`config.mk`:
```
export PLATFORM = sky130hd
export DESIGN_NAME = modport_fifo
export DESIGN_NICKNAME = d
export VERILOG_FILES = /design/src/rtl/fifo_pkg.sv /design/src/rtl/fifo_mem.sv /design/src/rtl/modport_fifo.sv
export SDC_FILE = /design/constraint.sdc
export NUM_CORES = 1
export LEC_CHECK = 0
export CORE_MARGIN = 1
export CORE_UTILIZATION = 60
export CTS_CLUSTER_SIZE = 14
export DETAILED_ROUTE_END_ITERATION = 10
export GPL_TIMING_DRIVEN = 0
export PLACE_DENSITY = 0.81
export SYNTH_ARGS = -nofsm -noshare
export SYNTH_HDL_FRONTEND = slang
export SYNTH_SLANG_ARGS = --single-unit
export TNS_END_PERCENT = 30
```
`constraint.sdc`:
```
create_clock -name clock -period 6.6 [get_ports clock]
set_input_delay 0.99 -clock clock [delete_from_list [all_inputs] [get_ports clock]]
set_output_delay 0.99 -clock clock [all_outputs]
set_load 0.05 [all_outputs]
```
`src/rtl/fifo_pkg.sv`:
```
// fifo_pkg: shared defaults and types for the byte FIFO subsystem.
package fifo_pkg;
    localparam int DATA_W = 8;
    localparam int DEPTH  = 16;
    localparam int PTR_W  = $clog2(DEPTH);
    typedef logic [DATA_W-1:0] data_t;
    typedef logic [PTR_W:0]    cnt_t;
endpackage

```
`src/rtl/fifo_mem.sv`:
```
// fifo_mem: DEPTH x DATA_W dual-port RAM with synchronous write and registered read.
module fifo_mem #(
    parameter int DATA_W = fifo_pkg::DATA_W,
    parameter int DEPTH  = fifo_pkg::DEPTH,
    parameter int PTR_W  = $clog2(DEPTH)
) (
    input  logic              i_clock,
    input  logic              i_rst,
    input  logic              i_wr_en,
    input  logic [PTR_W-1:0]  i_wr_addr,
    input  logic [DATA_W-1:0] i_wr_data,
    input  logic              i_rd_en,
    input  logic [PTR_W-1:0]  i_rd_addr,
    output logic [DATA_W-1:0] o_rd_data
);
    import fifo_pkg::*;

    logic [DATA_W-1:0] r_mem [DEPTH];
    logic [DATA_W-1:0] r_rd_data;

    // storage is never cleared; callers gate the write enable during reset
    always_ff @(posedge i_clock) begin
        if (i_wr_en) r_mem[i_wr_addr] <= i_wr_data;
    end

    always_ff @(posedge i_clock) begin
        if (i_rst) r_rd_data <= '0;
        else if (i_rd_en) r_rd_data <= r_mem[i_rd_addr];
    end

    assign o_rd_data = r_rd_data;
endmodule

```
`src/rtl/modport_fifo.sv`:
```
// modport_fifo: single-clock byte FIFO with full/empty/almost_empty status.
// Optional sticky overflow/underflow ports when FIFO_ERR_FLAGS_EN is defined.
module modport_fifo #(
    parameter int DATA_W = fifo_pkg::DATA_W,
    parameter int DEPTH  = fifo_pkg::DEPTH,
    parameter int AE_LVL = 1
) (
    input  logic              clock,
    input  logic              resetn,
    input  logic              write_enb,
    input  logic              read_enb,
    input  logic [DATA_W-1:0] data_in,
    output logic [DATA_W-1:0] data_out,
    output logic              full,
    output logic              empty,
`ifdef FIFO_ERR_FLAGS_EN
    output logic              overflow,
    output logic              underflow,
`endif
    output logic              almost_empty
);
    import fifo_pkg::*;

    localparam int PW = $clog2(DEPTH);
    localparam logic [PW:0] L_FULL = (PW+1)'(DEPTH);
    localparam logic [PW:0] L_AE   = (PW+1)'(AE_LVL);

    logic [PW-1:0] r_wr_ptr, r_rd_ptr;
    logic [PW:0]   r_count;
    logic          w_wr_acc, w_rd_acc;

    assign full         = r_count == L_FULL;
    assign empty        = r_count == '0;
    assign almost_empty = !empty && r_count <= L_AE;

    // a full FIFO still takes a write when the same-cycle read frees a slot
    assign w_rd_acc = read_enb && !empty;
    assign w_wr_acc = write_enb && (!full || w_rd_acc);

    always_ff @(posedge clock) begin
        if (resetn) begin
            r_wr_ptr <= '0;
            r_rd_ptr <= '0;
            r_count  <= '0;
        end else begin
            if (w_wr_acc) r_wr_ptr <= r_wr_ptr + 1'b1;
            if (w_rd_acc) r_rd_ptr <= r_rd_ptr + 1'b1;
            if (w_wr_acc != w_rd_acc) r_count <= w_wr_acc ? r_count + 1'b1 : r_count - 1'b1;
        end
    end

`ifdef FIFO_ERR_FLAGS_EN
    logic r_overflow, r_underflow;
    always_ff @(posedge clock) begin
        if (resetn) begin
            r_overflow  <= 1'b0;
            r_underflow <= 1'b0;
        end else begin
            if (write_enb && !w_wr_acc) r_overflow <= 1'b1;
            if (read_enb && empty) r_underflow <= 1'b1;
        end
    end
    assign overflow  = r_overflow;
    assign underflow = r_underflow;
`endif

    fifo_mem #(.DATA_W(DATA_W), .DEPTH(DEPTH), .PTR_W(PW)) u_mem (
        .i_clock   (clock),
        .i_rst     (resetn),
        .i_wr_en   (w_wr_acc && !resetn),
        .i_wr_addr (r_wr_ptr),
        .i_wr_data (data_in),
        .i_rd_en   (w_rd_acc && !resetn),
        .i_rd_addr (r_rd_ptr),
        .o_rd_data (data_out)
    );
endmodule

```
# After elaboration in Yosys (flattened, before gate mapping)
# Memories as Yosys holds them, arrays and structs flattened. A register that Yosys moved wholly into a read port is not among the register bits.
# Index checks and enable logic that the tools add are counted.
[classes]
n_addsub = 4
mul = 0
div = 0
order_cmp = 1
eq_ne = 2
n_shift = 0
mux = 3
bitwise_logic = 0
n_reduce_logical = 10
[ops]
columns = ["cell", "count"]
rows = [
  ["adder 4 x 1 -> 4 bit (second input constant)", 2],
  ["adder 5 x 1 -> 5 bit (second input constant)", 1],
  ["equality test 5 bit (second input constant)", 1],
  ["<= comparator 5 x 1 -> 1 bit (second input constant)", 1],
  ["logical AND 1 bit", 5],
  ["logical NOT 5 bit", 1],
  ["two-way mux 5 bit", 1],
  ["subtractor 5 x 1 -> 5 bit (second input constant)", 1],
  ["logical NOT 1 bit", 3],
  ["two-way mux 1 bit", 2],
  ["logical OR 1 bit", 1],
  ["!= test 1 bit", 1],
]
[totals]
reg_bits = 13
latch_bits = 0
ram_bits = 128
mem_bits_ro = 0
inputBits = 12
elab_cells = 24
n_memories = 1
[mem_list]
columns = ["memory", "words", "width", "rd", "rd_clocked_by_memory_dff", "write_ports", "line_no", "rtl"]
rows = [
  ["u_mem.r_mem", 16, 8, 1, 1, 1, "fifo_mem.sv:18", "logic [DATA_W-1:0] r_mem [DEPTH];"],
]

# Longest topological paths before layout
# Gate-level depths: netlist of run 1.
[depth]
depth_word = 8
depth_mapped = 8

# By module
# A second synthesis of run 1 with hierarchy kept.
[unflattened]
hier_cells = 420
area_unflattened_um2 = 6217.2
[modules_own_cells]
columns = ["mod", "instances", "cells_each", "area_per_inst_um2"]
rows = [
  ["fifo_mem", 1, 316, 5343.9],
  ["modport_fifo", 1, 104, 873.3],
]

# Least setup slack after synthesis of run 1
# No wires, ideal clock.
[synth_path]
path_type = "register to output"
from = "reg r_count[0]"
to = "out almost_empty"
arrival_ns = 2.261
setup_slack_ns = 3.349
path_stages_with_launch = 4
n_path_buf = 0
cell_sequence = "dfxtp_1 -> inv_1 -> ha_1 -> nor4_1"
[synth_between]
elab_chain_cells = 3
elab_cells_between_ends = 4
classes_between = "order compare: 1; reduce/logical: 3"
[synth_rtl]
columns = ["item", "line_no", "rtl"]
rows = [
  ["from (decl)", "modport_fifo.sv:29", "logic [PW:0] r_count;"],
  ["from (signal assigned)", "modport_fifo.sv:48", "if (w_wr_acc != w_rd_acc) r_count <= w_wr_acc ? r_count + 1'b1 : r_count - 1'b1;"],
  ["parallel branches: the longest is 2 deep, another holds <= comparator 5 x 1 -> 1 bit", "n/a", ""],
  ["logical AND 1 bit *", "modport_fifo.sv:34", "assign almost_empty = !empty && r_count <= L_AE;"],
  ["to (decl)", "modport_fifo.sv:20", "output logic almost_empty"],
]
# Every way passes the cells marked *.

# Worst setup path after layout of run 1
[layout_path]
from = "reg r_count[1]"
to = "out full"
[layout_between]
elab_chain_cells = 1
[layout_rtl]
columns = ["item", "line_no", "rtl"]
rows = [
  ["equality test 5 bit", "modport_fifo.sv:32", "assign full = r_count == L_FULL;"],
  ["to (decl)", "modport_fifo.sv:14", "output logic full,"],
]
# No other way between the ends.

==> impl_metrics.yaml, run 1 <==
global_route:
  grt_util_all_layers_pct: 25.6
  grt_max_degree: 17
  antenna_found_initial: 0
  grt_pass1_vias: 3345
  grt_pass1_wl_mm: 18.3
  grt-ovfl-total: 0
finish:
  n_fill_cell: 649
  final_cell_area_sq_mm: 0.00704
  fin_nets: 412
  drive_gt1_share_pct: 19.6
  antenna-diode-count: 0
  syn2layout_area_growth_pct: 15.2
  layout.cells.non_filler: 536
placement:
  hpwl_mm: 7.85
  dp.cells: 505
  gp_congestion: 0.858
  placed_area_sq_mm: 0.00649
  port_buffers: 22
floorplan:
  die_x_microns: 103
  rows: 36
  dieArea_sq_mm: 0.0106
  coreArea_sq_mm: 0.00982
  start_util_pct: 62.2
  die_y_microns: 103
  ios: 23
synth:
  yosysSeqAreaShare_pct: 69.8
  postSynthCellCount: 350
  synth_top_area_share_pct: 62.9
  syn_avg_cell_area_sq_um: 17.4
  synth_ff_type: "edfxtp_1"
  ys_ff_latch: 149
  syn_nets: 371
  yosys-top-cells-area: "edfxtp_1 63%, mux4_2 12%, dfxtp_1 6.9%, mux2i_1 2.8%, ha_1 1.8%"
  synth_edf_count: 128
  netlist_area_sq_mm: 0.00611
  synth_cell_types: 44
  async_flop_share_pct: 0
  synth_top_area_cell: "edfxtp_1"
  netlist_top_cells_count: "128 x edfxtp_1, 32 x mux4_2, 23 x nor2_1"
  yosys_warnings: 0
  synth.most_common_cell: "edfxtp_1"
clock_tree:
  hold_buffers: 0
  cts_tree: "yes"
  postCtsSetupBuffers: 0
  path_clk_slew_ns: 0.06
  post_cts_resize_count: 0
  numCtsBuffers: 17
  htreeDepth: 4
  cts-root-buf: "clkbuf_8"
  clkLatencyLatePin_ns: 0.52
  clk_path_buf_depth: 2
  cts_sinks: 149
timing:
  hold_violations: 0
  fin_skew_ns: 0.00746
  drv_slew: 0
  finalCriticalPeriod_ns: 3.87
  rsz0062_at_grt: "no"
  slew-limit-headroom_pct: 13.2
  post-route-period-util_pct: 58.6
  finalSetupViolCount: 0
  worst_pin_slew_ns: 1.29
  finalSetupTns_ns: 0
  fmax_mhz: 259
route:
  drt_iter0_drc: 173
  wl_per_cell_microns: 23.1
  num_vias: 3330
  drc: 0
  first_pass_iters: 10
  ant_nets: 0
  wl_mm: 12.4
  viasPerCell: 6.21
run:
  drv_cap: 0
power:
  peakVddDrop_mv: 0.216
  p_leak_nw: 2.26
  p_per_area_mw_per_mm2: 365
critical_path:
  worstPathArrival_ns: 2.88
  crit_path_end_kind: "primary output"
  r2r_slack_ns: 3.44
  start_kind: "flop"
  path_max_fanout: 6
  worstPathRequired_ns: 5.61
  worstSetupPathType: "reg2out"
status:
  status: "finished, final reports clean"
worst_hold_path:
  hold_class: "reg2reg"
final timing paths:
check,start,to,cells past startpoint
worst max-delay path,r_count[1]$_SDFFE_PP0P_,full,5
worst min register to register,r_rd_ptr[3]$_SDFFE_PP0P_,r_rd_ptr[3]$_SDFFE_PP0P_,2
worst max register to register,r_count[0]$_SDFFE_PP0P_,u_mem.r_mem[0][6]$_DFFE_PP_,6
worst min-delay path,r_rd_ptr[3]$_SDFFE_PP0P_,r_rd_ptr[3]$_SDFFE_PP0P_,2
flip-flops by register name, summed over array words and instances, names as in the netlist:
| name | flops |
|---|---|
| u_mem.r_mem | 128 |
| r_wr_ptr | 4 |
| r_count | 5 |
| u_mem.o_rd_data | 8 |
| r_rd_ptr | 4 |
cells by family (layout without fill, tap and decap cells):
group | after synthesis | in the layout | share of synthesized area [%]
multiplexers | 51 | 51 | 15.0
flip-flops | 149 | 149 | 69.8
XOR/XNOR | 5 | 5 | 0.717
adder cells (fa/ha/maj) | 9 | 9 | 1.84
AO/OA/AOI/OAI | 33 | 33 | 3.79
AND/OR/NAND/NOR | 75 | 75 | 6.64
buffers and inverters | 28 | 81 | 2.23
critical path: stages (launching register included):
cell and delay (ns):
dfxtp_1 0.36, inv_1 0.14, ha_1 0.26, nor3b_1 0.59
and2_1 0.21, clkdlybuf4s50_1 0.79
routing by layer:
layer / vias to the layer above / wire length, microns / GRT usage [%]
li1: 1464 / - / -
met1: 1695 / 4750 / 32.5
met2: 149 / 6440 / 42.8
met3: 22 / 929 / 6.10
met4: 0 / 242 / 10.7
met5: - / 0 / 0
cell usage in the layout, fill, tap and decap left out, types with 3 or more instances in the layout:
master / netlist / layout
edfxtp_1: 128 / 128
mux4_2: 32 / 32
nor2_1: 23 / 23
clkdlybuf4s50_1: 0 / 22
dfxtp_1: 21 / 21
mux2i_1: 17 / 17
clkbuf_16: 0 / 16
clkbuf_1: 10 / 13
nand2_1: 12 / 12
o21ai_0: 9 / 9
nand3b_1: 9 / 9
ha_1: 9 / 9
o221ai_1: 8 / 8
inv_1: 6 / 6
buf_2: 6 / 6
a21oi_1: 6 / 6
nand2b_1: 4 / 4
nor2b_1: 4 / 4
or3_1: 4 / 4
buf_6: 3 / 3
a211oi_1: 3 / 3
nor3_2: 0 / 3
nand3_1: 3 / 3
xnor2_1: 3 / 3
clkinv_2: 0 / 3
clkinv_4: 0 / 3
stage by stage:
stage / total power [mW] / hold WS (ns) / utilization (%) / setup slack, ns
2_1_floorplan: 1.56 / 0.478 / - / 3.35
3_3_place_gp: 1.71 / 0.483 / 66.1 / 2.27
3_5_place_dp: 1.73 / 0.507 / 66.1 / 2.18
4_1_cts: 2.58 / 0.520 / 71.5 / 2.72
5_1_grt: 2.66 / 0.546 / 71.7 / 2.55
6_report: 2.57 / 0.516 / 71.7 / 2.73
cell type report:
type / count / area [sq um] / area share, %
inverters: 6 / 22.5 / 0.320
plain buffers: 22 / 114 / 1.62
repair buffers: 22 / 220 / 3.13
multi-input cells: 173 / 1720 / 24.5
clock inverters: 11 / 104 / 1.48
clock buffers: 20 / 425 / 6.04
flip-flops and latches: 149 / 4260 / 60.6
well taps: 133 / 166 / 2.36
power by group:
part | internal, mW | switching [mW] | total, mW
logic | 0.257 | 0.358 | 0.615
clock network | 0.499 | 0.358 | 0.857
registers | 1.07 | 0.0338 | 1.10
total | 1.82 | 0.750 | 2.57
No activity file was read; power rests on OpenSTA's default activity.
==> inputs of run 2 (changes only) <==
--- a/config.mk
+++ b/config.mk
@@ -6,11 +6,11 @@
 export NUM_CORES = 1
 export LEC_CHECK = 0
 export CORE_MARGIN = 1
-export CORE_UTILIZATION = 60
+export CORE_UTILIZATION = 54
 export CTS_CLUSTER_SIZE = 14
 export DETAILED_ROUTE_END_ITERATION = 10
 export GPL_TIMING_DRIVEN = 0
-export PLACE_DENSITY = 0.81
+export PLACE_DENSITY = 0.77
 export SYNTH_ARGS = -nofsm -noshare
 export SYNTH_HDL_FRONTEND = slang
 export SYNTH_SLANG_ARGS = --single-unit
==> constraint.sdc (replaced) <==
create_clock -name clock -period 3.54 [get_ports clock]
set_input_delay 0.531 -clock clock [delete_from_list [all_inputs] [get_ports clock]]
set_output_delay 0.531 -clock clock [all_outputs]
set_load 0.05 [all_outputs]
==> impl_metrics.yaml, run 2 (synthesis results as in run 1) <==
timing:
  worst_pin_slew_ns: 0.927
  rsz0062_at_grt: "no"
  hold_violations: 0
  fmax_mhz: 301
  finalSetupTns_ns: 0
  slew-limit-headroom_pct: 38.0
  finalCriticalPeriod_ns: 3.32
  fin_skew_ns: 0.00699
  finalSetupViolCount: 0
  whs_ns: 0.506
  drv_slew: 0
  post-route-period-util_pct: 93.9
clock_tree:
  clk_path_buf_depth: 2
  cts-root-buf: "clkbuf_16"
  postCtsSetupBuffers: 0
  post_cts_resize_count: 1
  clkLatencyLatePin_ns: 0.42
  numCtsBuffers: 17
  htreeDepth: 4
  path_clk_slew_ns: 0.06
  hold_buffers: 0
  cts_sinks: 149
  cts_tree: "yes"
placement:
  hpwl_mm: 7.64
  gp_congestion: 0.887
  dp.cells: 513
  placed_area_sq_mm: 0.00651
  port_buffers: 22
finish:
  layout_commonest_cell: "edfxtp_1"
  largest_reg_flops: 128
  top_register: "u_mem.r_mem"
  layout.cells.non_filler: 546
  syn2layout_area_growth_pct: 17.3
  drive_gt1_share_pct: 20.2
  final_cell_area_sq_mm: 0.00716
  antenna-diode-count: 0
  final_cell_mix: "128 x edfxtp_1, 32 x mux4_2, 23 x nor2_1"
  fin_nets: 414
power:
  peakVddDrop_mv: 0.574
  p_per_area_mw_per_mm2: 715
  p_leak_nw: 2.31
floorplan:
  coreArea_sq_mm: 0.0109
  rows: 38
  dieArea_sq_mm: 0.0117
  die_x_microns: 108
  ios: 23
  start_util_pct: 55.8
  die_y_microns: 108
global_route:
  grt_max_degree: 17
  antenna_found_initial: 0
  grt-ovfl-total: 0
  grt_pass1_vias: 3328
  grt_pass1_wl_mm: 18.4
  grt_util_all_layers_pct: 22.5
route:
  viasPerCell: 6.00
  ant_nets: 0
  num_vias: 3278
  drc: 0
  first_pass_iters: 5
  wl_mm: 12.0
  drt_iter0_drc: 221
  wl_per_cell_microns: 22.1
critical_path:
  start_kind: "flop"
  worstPathArrival_ns: 2.79
  worstSetupPathType: "reg2out"
  crit_path_end_kind: "primary output"
  worst-r2r-cell-count: 7
  path_max_fanout: 6
  worstPathRequired_ns: 3.01
worst_hold_path:
  min_path_cells: 2
  hold_class: "reg2reg"
run:
  drv_cap: 0
status:
  status: "finished, final reports clean"
[run 2: changes by cell type in the layout (fill, tap and decap cells not counted), sizes merged]
cell,delta
buf,+2
bufinv,+4
clkbuf,-2
clkinv,-2
clkinvlp,+2
inv,-1
[run 2: critical path, cell delays in order, from the launching register on]
cell             delay, ns
dfxtp_1               0.35
inv_1                 0.15
ha_1                  0.27
nor3b_1               0.59
and2_1                0.22
clkdlybuf4s50_1       0.79
[run 2: area by class of cell]
class	count	area [sq um]
flip-flops and latches	149	4260
clock buffers	18	429
multi-input cells	173	1720
fillers	738	3770
repair buffers	24	235
plain buffers	22	114
well taps	140	175
clock inverters	14	208
inverters	6	22.5
[run 2: worst paths after layout]
kind | from | to | slack (ns)
setup / recovery | r_count[1]$_SDFFE_PP0P_ | full | 0.22
hold / removal | u_mem.o_rd_data[1]$_SDFFE_PP0P_ | u_mem.o_rd_data[1]$_SDFFE_PP0P_ | 0.51
setup reg to reg | r_count[0]$_SDFFE_PP0P_ | u_mem.r_mem[0][2]$_DFFE_PP_ | 0.48
hold reg to reg | u_mem.o_rd_data[1]$_SDFFE_PP0P_ | u_mem.o_rd_data[1]$_SDFFE_PP0P_ | 0.51
[run 2: metal layers]
metal  wire, microns  GRT usage (%)  vias up
li1                -              -     1471
met1            4960           28.1     1676
met2            6310           38.4      115
met3             611           5.00       16
met4             173           8.69        0
met5               0              0        -
[run 2: where the power goes]
part | internal, mW | total [mW] | leakage [nW] | switching [mW]
registers | 1.99 | 2.05 | 1.32 | 0.0631
logic | 0.480 | 1.15 | 0.682 | 0.669
clock network | 1.24 | 1.93 | 0.300 | 0.683
[run 2: metrics by stage]
step / setup slack, ns / util [%] / power, mW
2_1_floorplan: 0.748 / - / 2.90
5_1_grt: 0.00605 / 65.5 / 5.31
3_5_place_dp: -0.481 / 59.5 / 3.23
4_1_cts: 0.0414 / 65.4 / 5.14
3_3_place_gp: -0.347 / 59.5 / 3.20
6_report: 0.217 / 65.5 / 5.12
==> inputs of run 3 (changes only) <==
--- a/config.mk
+++ b/config.mk
@@ -5,12 +5,12 @@
 export SDC_FILE = /design/constraint.sdc
 export NUM_CORES = 1
 export LEC_CHECK = 0
-export CORE_MARGIN = 1
 export CORE_UTILIZATION = 54
 export CTS_CLUSTER_SIZE = 14
 export DETAILED_ROUTE_END_ITERATION = 10
 export GPL_TIMING_DRIVEN = 0
 export PLACE_DENSITY = 0.77
+export RECOVER_POWER = 50
 export SYNTH_ARGS = -nofsm -noshare
 export SYNTH_HDL_FRONTEND = slang
 export SYNTH_SLANG_ARGS = --single-unit
==> impl_metrics.yaml, run 3 (synthesis results as in run 1) <==
global_route:
  grt_util_all_layers_pct: 22.5
  antenna_found_initial: 0
  grt_pass1_vias: 3328
  grt-ovfl-total: 0
  grt_max_degree: 17
  grt_pass1_wl_mm: 18.4
route:
  drt_iter0_drc: 230
  first_pass_iters: 5
  ant_nets: 0
  wl_per_cell_microns: 21.9
  num_vias: 3273
  drc: 0
  viasPerCell: 5.99
  wl_mm: 12.0
worst_hold_path:
  hold_class: "reg2reg"
floorplan:
  die_x_microns: 108
  start_util_pct: 55.8
  dieArea_sq_mm: 0.0117
  rows: 38
  coreArea_sq_mm: 0.0109
  die_y_microns: 108
  ios: 23
timing:
  slew-limit-headroom_pct: 39.4
  fmax_mhz: 297
  whs_ns: 0.503
  rsz0062_at_grt: "no"
  post-route-period-util_pct: 95.0
  finalCriticalPeriod_ns: 3.36
  fin_skew_ns: 0.00590
  worst_pin_slew_ns: 0.906
  hold_violations: 0
  finalSetupViolCount: 0
  drv_slew: 0
clock_tree:
  clkLatencyLatePin_ns: 0.42
  numCtsBuffers: 17
  htreeDepth: 4
  cts_sinks: 149
  cts_tree: "yes"
  clk_path_buf_depth: 2
  path_clk_slew_ns: 0.06
  cts-root-buf: "clkbuf_16"
placement:
  gp_congestion: 0.887
  hpwl_mm: 7.64
  port_buffers: 22
finish:
  top_register: "u_mem.r_mem"
  antenna-diode-count: 0
  final_util_pct: 65.4
  largest_reg_flops: 128
  final_cell_mix: "128 x edfxtp_1, 32 x mux4_2, 23 x nor2_1"
  fin_nets: 414
  layout_commonest_cell: "edfxtp_1"
  drive_gt1_share_pct: 19.5
  syn2layout_area_growth_pct: 17.1
critical_path:
  worstPathRequired_ns: 3.66
  worstSetupPathType: "in2reg"
  worstPathArrival_ns: 3.49
  path_max_fanout: 10
  cp_top_family: "buffers and inverters"
  start_kind: "input pin"
  critPathBufInv: 3
  crit_chain: "dlygate4sd3_1 > clkbuf_1 > and3b_1 > a211oi_1 > nand2_1 > nor3_1 > buf_4"
  crit_path_end_kind: "flop"
  cpMaxStageDelayCell: "dlygate4sd3_1"
  max_stage_delay_ns: 0.65
power:
  p_per_area_mw_per_mm2: 710
  peakVddDrop_mv: 0.521
  p_total_mw: 5.07
  p_leak_nw: 2.32
status:
  status: "finished, final reports clean"
run:
  drv_cap: 0
[run 3: final cells by class]
| cell class | instances | area [sq um] |
|---|---|---|
| Buffer | 22 | 105 |
| Clock buffer | 18 | 429 |
| Clock inverter | 14 | 208 |
| Fill cell | 739 | 3780 |
| Inverter | 6 | 22.5 |
| Multi-Input combinational cell | 173 | 1710 |
| Sequential cell | 149 | 4260 |
| Tap cell | 140 | 175 |
| Timing Repair Buffer | 24 | 235 |
[run 3: metrics by stage]
step	cell area, sq um	TNS [ns]	cells	setup slack (ns)
2_1_floorplan	6110	0	350	0.748
3_3_place_gp	6500	-9.45	512	-0.347
3_5_place_dp	6510	-10.77	513	-0.481
4_1_cts	7150	0	545	0.0414
5_1_grt	7150	0	546	0.00635
6_report	7150	0	546	0.176
[run 3: power breakdown]
group          switching (mW)  total, mW  internal (mW)
clock network           0.682       1.93           1.24
registers              0.0605       2.05           1.99
logic                   0.663       1.10          0.439
total                    1.41       5.07           3.67
[run 3: worst paths after layout]
check	depth (start not counted)	start	end	slack, ns
max	7	read_enb	u_mem.r_mem[0][2]$_DFFE_PP_	0.18
min	2	u_mem.o_rd_data[1]$_SDFFE_PP0P_	u_mem.o_rd_data[1]$_SDFFE_PP0P_	0.50
max reg2reg	7	r_count[0]$_SDFFE_PP0P_	u_mem.r_mem[0][2]$_DFFE_PP_	0.49
min reg2reg	2	u_mem.o_rd_data[1]$_SDFFE_PP0P_	u_mem.o_rd_data[1]$_SDFFE_PP0P_	0.50
[run 3: repair_timing]
action,in CTS,in global routing
hold buffers,0,0
setup endpoints to repair,8,0
buffers inserted,0,0
resized for setup,1,0
endpoints found under the hold margin,0,0
[run 3: worst min-delay path: cells and delay by family, from the launching register on]
family / cells / cell delay, ns
and+or+nand+nor: 1 / 0.07
DFF: 1 / 0.33
AOI/OAI and AO/OA: 1 / 0.06
[run 3: routing by layer]
metal	share of wire, %	track usage [%]	vias to the layer above
met3	5.1	5.00	19
li1	-	-	1472
met1	41	28.1	1661
met2	52	38.4	121
met4	1.7	8.69	0
met5	0	0	-
